$ cat src/rtl/clk_en_pkg.sv
// Shared definitions for the clock-enable generator: channel states, mode
// encodings and the default-divisor helper.
package clk_en_pkg;

    typedef enum logic {
        ST_IDLE = 1'b0,
        ST_RUN  = 1'b1
    } ch_state_e;

    localparam logic MODE_PERIODIC = 1'b0;
    localparam logic MODE_ONESHOT  = 1'b1;

    // All-ones divisor of the given width: the slowest period, 2^cnt_w cycles.
    function automatic logic [31:0] def_div(input int cnt_w);
        return (32'd1 << cnt_w) - 32'd1;
    endfunction

endpackage

$ cat src/rtl/clock_enable_ch.sv
// One clock-enable channel: counter, active/shadow divisor and mode,
// pending flag, registered tick and divided square wave.
module clock_enable_ch
    import clk_en_pkg::*;
#(
    parameter int               CNT_W   = 16,
    parameter logic [CNT_W-1:0] DEF_DIV = CNT_W'(def_div(CNT_W))
) (
    input  logic             clk,
    input  logic             rst_n,
    input  logic             start,
    input  logic             stop,
    input  logic             cfg_we,
    input  logic [CNT_W-1:0] cfg_div,
    input  logic             cfg_oneshot,
    output logic             tick,
    output logic             clk_out,
    output logic             running,
    output logic             pending
);

    ch_state_e        state, state_nxt;
    logic [CNT_W-1:0] cnt, cnt_nxt;
    logic [CNT_W-1:0] act_div, act_div_nxt, shd_div, shd_div_nxt;
    logic             act_mode, act_mode_nxt, shd_mode, shd_mode_nxt;
    logic             pend_nxt, tick_nxt, clk_out_nxt;
    logic             term;

    // State and datapath registers; reset puts the channel idle on DEF_DIV.
    always_ff @(posedge clk or negedge rst_n) begin
        if (!rst_n) begin
            state    <= ST_IDLE;
            cnt      <= '0;
            act_div  <= DEF_DIV;
            act_mode <= MODE_PERIODIC;
            shd_div  <= DEF_DIV;
            shd_mode <= MODE_PERIODIC;
            pending  <= 1'b0;
            tick     <= 1'b0;
            clk_out  <= 1'b0;
        end else begin
            state    <= state_nxt;
            cnt      <= cnt_nxt;
            act_div  <= act_div_nxt;
            act_mode <= act_mode_nxt;
            shd_div  <= shd_div_nxt;
            shd_mode <= shd_mode_nxt;
            pending  <= pend_nxt;
            tick     <= tick_nxt;
            clk_out  <= clk_out_nxt;
        end
    end

    // Next state: stop beats start, start beats terminal count, then config.
    always_comb begin
        state_nxt    = state;
        cnt_nxt      = cnt;
        act_div_nxt  = act_div;
        act_mode_nxt = act_mode;
        shd_div_nxt  = shd_div;
        shd_mode_nxt = shd_mode;
        pend_nxt     = pending;
        tick_nxt     = 1'b0;
        clk_out_nxt  = clk_out;
        term         = (state == ST_RUN) && (cnt == act_div);

        if (stop) begin
            state_nxt = ST_IDLE;
            cnt_nxt   = '0;
        end else if (start) begin
            state_nxt = ST_RUN;
            cnt_nxt   = '0;
        end else if (term) begin
            cnt_nxt     = '0;
            tick_nxt    = 1'b1;
            clk_out_nxt = ~clk_out;
            if (act_mode == MODE_ONESHOT)
                state_nxt = ST_IDLE;
        end else if (state == ST_RUN) begin
            cnt_nxt = cnt + CNT_W'(1);
        end

        // A pending divisor only takes over at a period boundary.
        if (pending && (stop || start || term)) begin
            act_div_nxt  = shd_div;
            act_mode_nxt = shd_mode;
            pend_nxt     = 1'b0;
        end

        // Idle channels (or ones going idle now) take the write directly;
        // running ones park it in the shadow so no period is cut short.
        if (cfg_we) begin
            if (state == ST_IDLE || state_nxt == ST_IDLE) begin
                act_div_nxt  = cfg_div;
                act_mode_nxt = cfg_oneshot;
            end else begin
                shd_div_nxt  = cfg_div;
                shd_mode_nxt = cfg_oneshot;
                pend_nxt     = 1'b1;
            end
        end
    end

    assign running = (state == ST_RUN);

endmodule

$ cat src/rtl/clock_enable_gen.sv
// Multi-channel clock-enable generator: config channel decode and ready mux
// in front of an array of independent channels.
module clock_enable_gen
    import clk_en_pkg::*;
#(
    parameter int               CNT_W   = 16,
    parameter int               NUM_CH  = 2,
    parameter logic [CNT_W-1:0] DEF_DIV = CNT_W'(def_div(CNT_W)),
    localparam int              CH_W    = (NUM_CH > 1) ? $clog2(NUM_CH) : 1
) (
    input  logic              clk,
    input  logic              rst_n,
    input  logic [NUM_CH-1:0] start,
    input  logic [NUM_CH-1:0] stop,
    input  logic              cfg_valid,
    output logic              cfg_ready,
    input  logic [CH_W-1:0]   cfg_ch,
    input  logic [CNT_W-1:0]  cfg_div,
    input  logic              cfg_oneshot,
    output logic [NUM_CH-1:0] tick,
    output logic [NUM_CH-1:0] clk_out,
    output logic [NUM_CH-1:0] running
);

    logic [NUM_CH-1:0] pending;
    logic [NUM_CH-1:0] cfg_we;

    // Ready follows the addressed channel; out-of-range indices always accept.
    always_comb begin
        cfg_ready = 1'b1;
        for (int i = 0; i < NUM_CH; i++)
            if (cfg_ch == CH_W'(i))
                cfg_ready = !pending[i];
    end

    for (genvar i = 0; i < NUM_CH; i++) begin : g_ch
        assign cfg_we[i] = cfg_valid && !pending[i] && (cfg_ch == CH_W'(i));

        clock_enable_ch #(
            .CNT_W  (CNT_W),
            .DEF_DIV(DEF_DIV)
        ) u_ch (
            .clk        (clk),
            .rst_n      (rst_n),
            .start      (start[i]),
            .stop       (stop[i]),
            .cfg_we     (cfg_we[i]),
            .cfg_div    (cfg_div),
            .cfg_oneshot(cfg_oneshot),
            .tick       (tick[i]),
            .clk_out    (clk_out[i]),
            .running    (running[i]),
            .pending    (pending[i])
        );
    end

endmodule

$ cat config.mk
export PLATFORM = sky130hd
export DESIGN_NAME = clock_enable_gen
export DESIGN_NICKNAME = d
export VERILOG_FILES = /design/src/rtl/clk_en_pkg.sv /design/src/rtl/clock_enable_ch.sv /design/src/rtl/clock_enable_gen.sv
export SDC_FILE = /design/constraint.sdc
export NUM_CORES = 1
export LEC_CHECK = 0
export CELL_PAD_IN_SITES_DETAIL_PLACEMENT = 2
export CELL_PAD_IN_SITES_GLOBAL_PLACEMENT = 2
export CORE_ASPECT_RATIO = 1.2
export CORE_MARGIN = 2
export CORE_UTILIZATION = 35
export CTS_CLUSTER_DIAMETER = 50
export DETAILED_ROUTE_END_ITERATION = 10
export HOLD_SLACK_MARGIN = 0.12
export MAX_ROUTING_LAYER = met4
export PLACE_DENSITY = 0.81
export SYNTH_ARGS = -nofsm -noshare
export SYNTH_HDL_FRONTEND = slang
export SYNTH_SLANG_ARGS = --single-unit
$ cat constraint.sdc
create_clock -name clk -period 2.85 [get_ports clk]
set_clock_uncertainty 0.15 [all_clocks]
set_input_delay 0.57 -clock clk [delete_from_list [all_inputs] [get_ports clk]]
set_output_delay 0.57 -clock clk [all_outputs]
set_load 0.05 [all_outputs]
; After elaboration in Yosys (flattened, before gate mapping)
; Cells that the tools add are included.
[op_classes]
addsub = 2
n_eq_ne = 2
mux = 41
bitwise = 13
reduce_logical = 22
[op_table]
columns = operator, count
row1 = 16-bit two-way mux, 14
row2 = 16-bit by 1-bit adder with 16-bit output (second input constant), 2
row3 = 16-bit equality test, 2
row4 = 1-bit two-way mux, 27
row5 = 1-bit inverter, 13
row6 = 1-bit logical AND, 8
row7 = 4-bit nonzero test, 2
row8 = 1-bit logical OR, 6
row9 = 3-bit AND reduction, 2
row10 = 2-bit AND reduction, 2
row11 = 1-bit zero test, 2
[word_totals]
ff_bits = 108
inputBits = 25
output_inout_bits = 7
wordCells = 98

; Depth between registers and ports, before layout
[depth]
ltp_word = 9
depth_mapped = 8
depth_no_buf = 7

; By module
; From an unflattened synthesis, not the netlist that was laid out.
[unflattened]
hier_cells = 505
hier_area_um2 = 5689.2
[modules_own_cells]
columns = mod, instances, cells_each, area_per_inst_um2
row1 = clock_enable_ch, 2, 251, 2831.5
row2 = clock_enable_gen, 1, 3, 26.3

; Worst setup path before layout
; Ideal clock, no wire load.
[synth_path]
path_kind = register to output
start = register g_ch[0].u_ch.pending
end = output port cfg_ready
arrival_ns = 1.546
required_time_ns = 2.130
setup_slack_ns = 0.584
stages_incl_launch_ff = 4
n_path_buf = 2
cell_sequence = dfrtp_1 -> clkbuf_1 -> clkbuf_1 -> mux2i_1
[synth_via]
elab_chain_len = 2
[synth_lines]
columns = item, line
row1 = start: declaration, clock_enable_ch.sv:19  ; output logic pending
row2 = start signal: assignment, clock_enable_ch.sv:48  ; pending <= pend_nxt;
row3 = 1-bit zero test, clock_enable_gen.sv:33  ; cfg_ready = !pending[i];
row4 = 1-bit two-way mux, clock_enable_gen.sv:32  ; if (cfg_ch == CH_W'(i))
row5 = end: declaration, clock_enable_gen.sv:16  ; output logic cfg_ready,
; No other way between the ends.

; Worst setup path after layout
[layout_path]
start = register g_ch[0].u_ch.cnt[7]
end = register g_ch[0].u_ch.shd_mode
[layout_via]
elab_chain_len = 9
[layout_lines]
columns = item, line
row1 = start: declaration, clock_enable_ch.sv:23  ; logic [CNT_W-1:0] cnt, cnt_nxt;
row2 = start signal: assignment, clock_enable_ch.sv:43  ; cnt <= cnt_nxt;
row3 = 16-bit equality test, clock_enable_ch.sv:65  ; term = (state == ST_RUN) && (cnt == act_div);
row4 = 1-bit logical AND, clock_enable_ch.sv:65
row5 = 1-bit two-way mux, clock_enable_ch.sv:73  ; end else if (term) begin
row6 = 1-bit two-way mux, clock_enable_ch.sv:70  ; end else if (start) begin
row7 = 1-bit two-way mux, clock_enable_ch.sv:67  ; if (stop) begin
row8 = 1-bit inverter, clock_enable_ch.sv:93  ; if (state == ST_IDLE || state_nxt == ST_IDLE) begin
row9 = 1-bit logical OR, clock_enable_ch.sv:93
row10 = 1-bit inverter (no line), n/a
row11 = 2-bit AND reduction (no line), n/a
row12 = end signal: assignment, clock_enable_ch.sv:47  ; shd_mode <= shd_mode_nxt;
row13 = end: declaration, clock_enable_ch.sv:25  ; logic act_mode, act_mode_nxt, shd_mode, shd_mode_nxt;
; No other way between the ends.
; A chain may end at the register's enable or synchronous reset.

==> flow_metrics.env <==
export IMPL_synthDistinctLibCells=43
export IMPL_drt_iter0_drc=171
export IMPL_final_setup_tns_ns=0
export IMPL_cts_max_level=3
export IMPL_synth_top_area_share_pct=30.7
export IMPL_top_level_ports=32
export IMPL_hold_path_class="register to register"
export IMPL_async_reset_ff_share_pct=100
export IMPL_drtPass1Iterations=4
export IMPL_vias=4014
export IMPL_routabilityCongestion=0.833
export IMPL_crit_path_top_delay_cell="dfrtp_1"
export IMPL_nets=554
export IMPL_critPathBufInv=1
export IMPL_crit_fanout=18
export IMPL_setup_viol_count_final=0
export IMPL_cp_start_kind="register"
export IMPL_dpl_hpwl_um=10700
export IMPL_use_met3_pct=3.03
export IMPL_ir_worst_vdd_mv=0.330
export IMPL_grt_usage_pct=19.9
export IMPL_dieArea_um2=16700
export IMPL_finalCritPeriodShare_pct=92.6
export IMPL_clk_pin_slew_worst_paths_ns=0.07
export IMPL_synth_warnings=0
export IMPL_slew_headroom_pct=53.8
export IMPL_cp_end_kind="register"
export IMPL_initial_core_util_pct=35.4
export IMPL_path_cells="xor2_1 -> nor4_1 -> nand4_1 -> o21ai_1 -> or2_1 -> buf_4 -> mux2_2"
export IMPL_synth_edf_count=0
export IMPL_syn_to_final_growth_pct=15.4
export IMPL_leakagePower_uw=0.00260
export IMPL_holdWs_ns=0.318
export IMPL_path_class="register to register"
export IMPL_cts_buffer_depth=2
export IMPL_antenna_found_initial=0
export IMPL_max_freq_mhz=379
export IMPL_wl_per_cell_um=20.9
export IMPL_max_cap_violations=0
export IMPL_drive_above_1_share_pct=29.9
export IMPL_viasPerCell=5.42
export IMPL_synthFlopType="dfstp_2"
export IMPL_antennaDiodeCount=0
export IMPL_grt_util_met1_pct=22.4
export IMPL_cts_root_buf="clkbuf_16"
export IMPL_cts_tree="done"
export IMPL_fin_crit_ns=2.64
export IMPL_avgSynthCellArea_um2=10.9
export IMPL_core_area_um2=15500
export IMPL_portBuffers=31
export IMPL_cp_data_arrival_time_ns=2.74
export IMPL_ant_nets=0
export IMPL_synth_seq_cells=108
export IMPL_yosys_area_top_type="dfstp_2"
export IMPL_critical_path_max_stage_delay_ns=0.44
export IMPL_reg_top3="g_ch.u_ch.act_div (32), g_ch.u_ch.cnt (32), g_ch.u_ch.shd_div (32)"
export IMPL_slew_violations=0
export IMPL_grt_first_pass_wirelength_um=25300
export IMPL_worstSkewPairLatency_ns=0.36
export IMPL_syn_area_um2=5480
export IMPL_clkSinkCount=108
export IMPL_cts_buffers=9
export IMPL_synthTopCellsByArea="dfstp_2 31%, dfrtp_1 20%, xor2_1 7.7%"
export IMPL_rows=50
export IMPL_status="complete, no violations"
export IMPL_worstMarginPinSlew_ns=0.694
export IMPL_dieWidth_um=118
export IMPL_hold_viol_final=0
export IMPL_totalWireLength_um=15500
export IMPL_critPathTopFamily="simple AND/OR/NAND/NOR gates"
export IMPL_synth_seq_area_share_pct=50.8
export IMPL_synth_nets=528
export IMPL_route_detailed_drc=0
export IMPL_grt_max_degree=52
export IMPL_grt_ovfl_total=0
export IMPL_die_height_um=141
export IMPL_crit_required_ns=2.95
export IMPL_grtUsageMet2_pct=35.2
export IMPL_grt_pass1_vias=4606
export IMPL_grt_busiest_layer="met2"
export IMPL_rsz0062_at_grt="false"
export IMPL_netlist_instances=501
export IMPL_p_per_area_nw_per_um2=617
cell usage after synthesis (all sizes together) (6+ instances only):
master	n
dfstp	64
xor2	48
dfrtp	44
mux2	34
nor2	33
nand3	32
inv	27
buf	22
a31o	18
a22oi	17
a2bb2oi	17
a31oi	17
a21boi	16
nand2	14
o21ai	14
a21oi	12
clkbuf	12
nor4	11
xnor2	10
nor3	6
or3	6
layout make-up:
cell class | instances | area (um^2)
fill | 1630 | 9140
inverter | 27 | 101
sequential | 108 | 2780
multi-input combinational | 332 | 2410
clock inverter | 1 | 6.26
timing repair buffer | 49 | 493
clock buffer | 15 | 258
tap | 208 | 260
routing by layer:
metal  vias to the layer above  share of wire [%]  wire length [um]
met5                         -                  0                 0
met4                         0                2.8               429
met3                        27                1.6               250
met2                        43                 54              8330
met1                      2110                 42              6460
li1                       1834                  -                 -
power breakdown:
part	internal, uW	switching, uW	total [uW]
Clock	621	566	1190
Sequential	1910	161	2070
Combinational	314	322	635
Total	2850	1050	3890
path summary, 6_finish.rpt:
path	cells after the start	end	from	slack, ns
worst max-delay path	7	g_ch[0].u_ch.shd_mode$_DFFE_PN0P_	g_ch[0].u_ch.cnt[7]$_DFFE_PN0P_	0.21
worst min-delay path	1	g_ch[0].u_ch.clk_out$_DFFE_PN0P_	g_ch[0].u_ch.clk_out$_DFFE_PN0P_	0.32
worst max register to register	7	g_ch[0].u_ch.shd_mode$_DFFE_PN0P_	g_ch[0].u_ch.cnt[7]$_DFFE_PN0P_	0.21
worst min register to register	1	g_ch[0].u_ch.clk_out$_DFFE_PN0P_	g_ch[0].u_ch.clk_out$_DFFE_PN0P_	0.32
max in group asynchronous	3	g_ch[0].u_ch.act_div[5]$_DFF_PN1_	rst_n	1.12
min in group asynchronous	2	g_ch[0].u_ch.running$_DFF_PN0_	rst_n	0.65
kinds of logic after synthesis:
| logic type | count (synthesis) | share of synthesized area [%] |
|---|---|---|
| AOI/OAI and AO/OA | 114 | 15.2 |
| xor gates and xnor gates | 58 | 9.28 |
| adders and majority gates | 2 | 0.457 |
| buffers and inverters | 61 | 5.42 |
| DFF | 108 | 50.8 |
| muxes | 35 | 7.18 |
| and+or+nand+nor | 123 | 11.7 |
through the flow:
step                power (uW)  cell area (um^2)  std cells  utilization, %  worst slack [ns]
finish                    3890              6320        740            40.9             0.210
global route              4080              6320        740            40.9            0.0666
CTS                       3940              6300        739            40.8             0.107
detailed placement        2720              6020        722            39.0             0.210
global placement          2660              6020        722            39.0             0.312
floorplan                 2460              5480        501               -             0.584
timing repair:
item                                    in CTS  in global routing
gates resized for setup                      0                  3
hold buffers                                 1                  0
buffers inserted                             0                  1
endpoints found under the hold margin        7                  0
endpoints found under the setup margin       0                 18
layout by cell type, fill, tap and decap left out, types with 2 or more instances in the layout:
cell type         n
a21boi_0         15
a21oi_1          12
a22oi_1          17
a2bb2oi_1        17
a31o_2           18
a31oi_1          17
and3_1            3
and4_1            3
buf_12            4
buf_4            15
clkbuf_1          5
clkbuf_16         9
clkdlybuf4s50_1  29
dfrtp_1          44
dfstp_2          64
ha_1              2
inv_1            27
mux2_2           34
nand2_1          14
nand3_1          32
nand3b_1          2
nand4_1           4
nor2_1           33
nor2b_1           2
nor3_1            5
nor4_1            9
o21ai_0           8
o21ai_1           2
o21ai_2           3
or2_2             4
or3_1             5
xnor2_1          10
xor2_1           48
(Power assumes the default switching activity.)
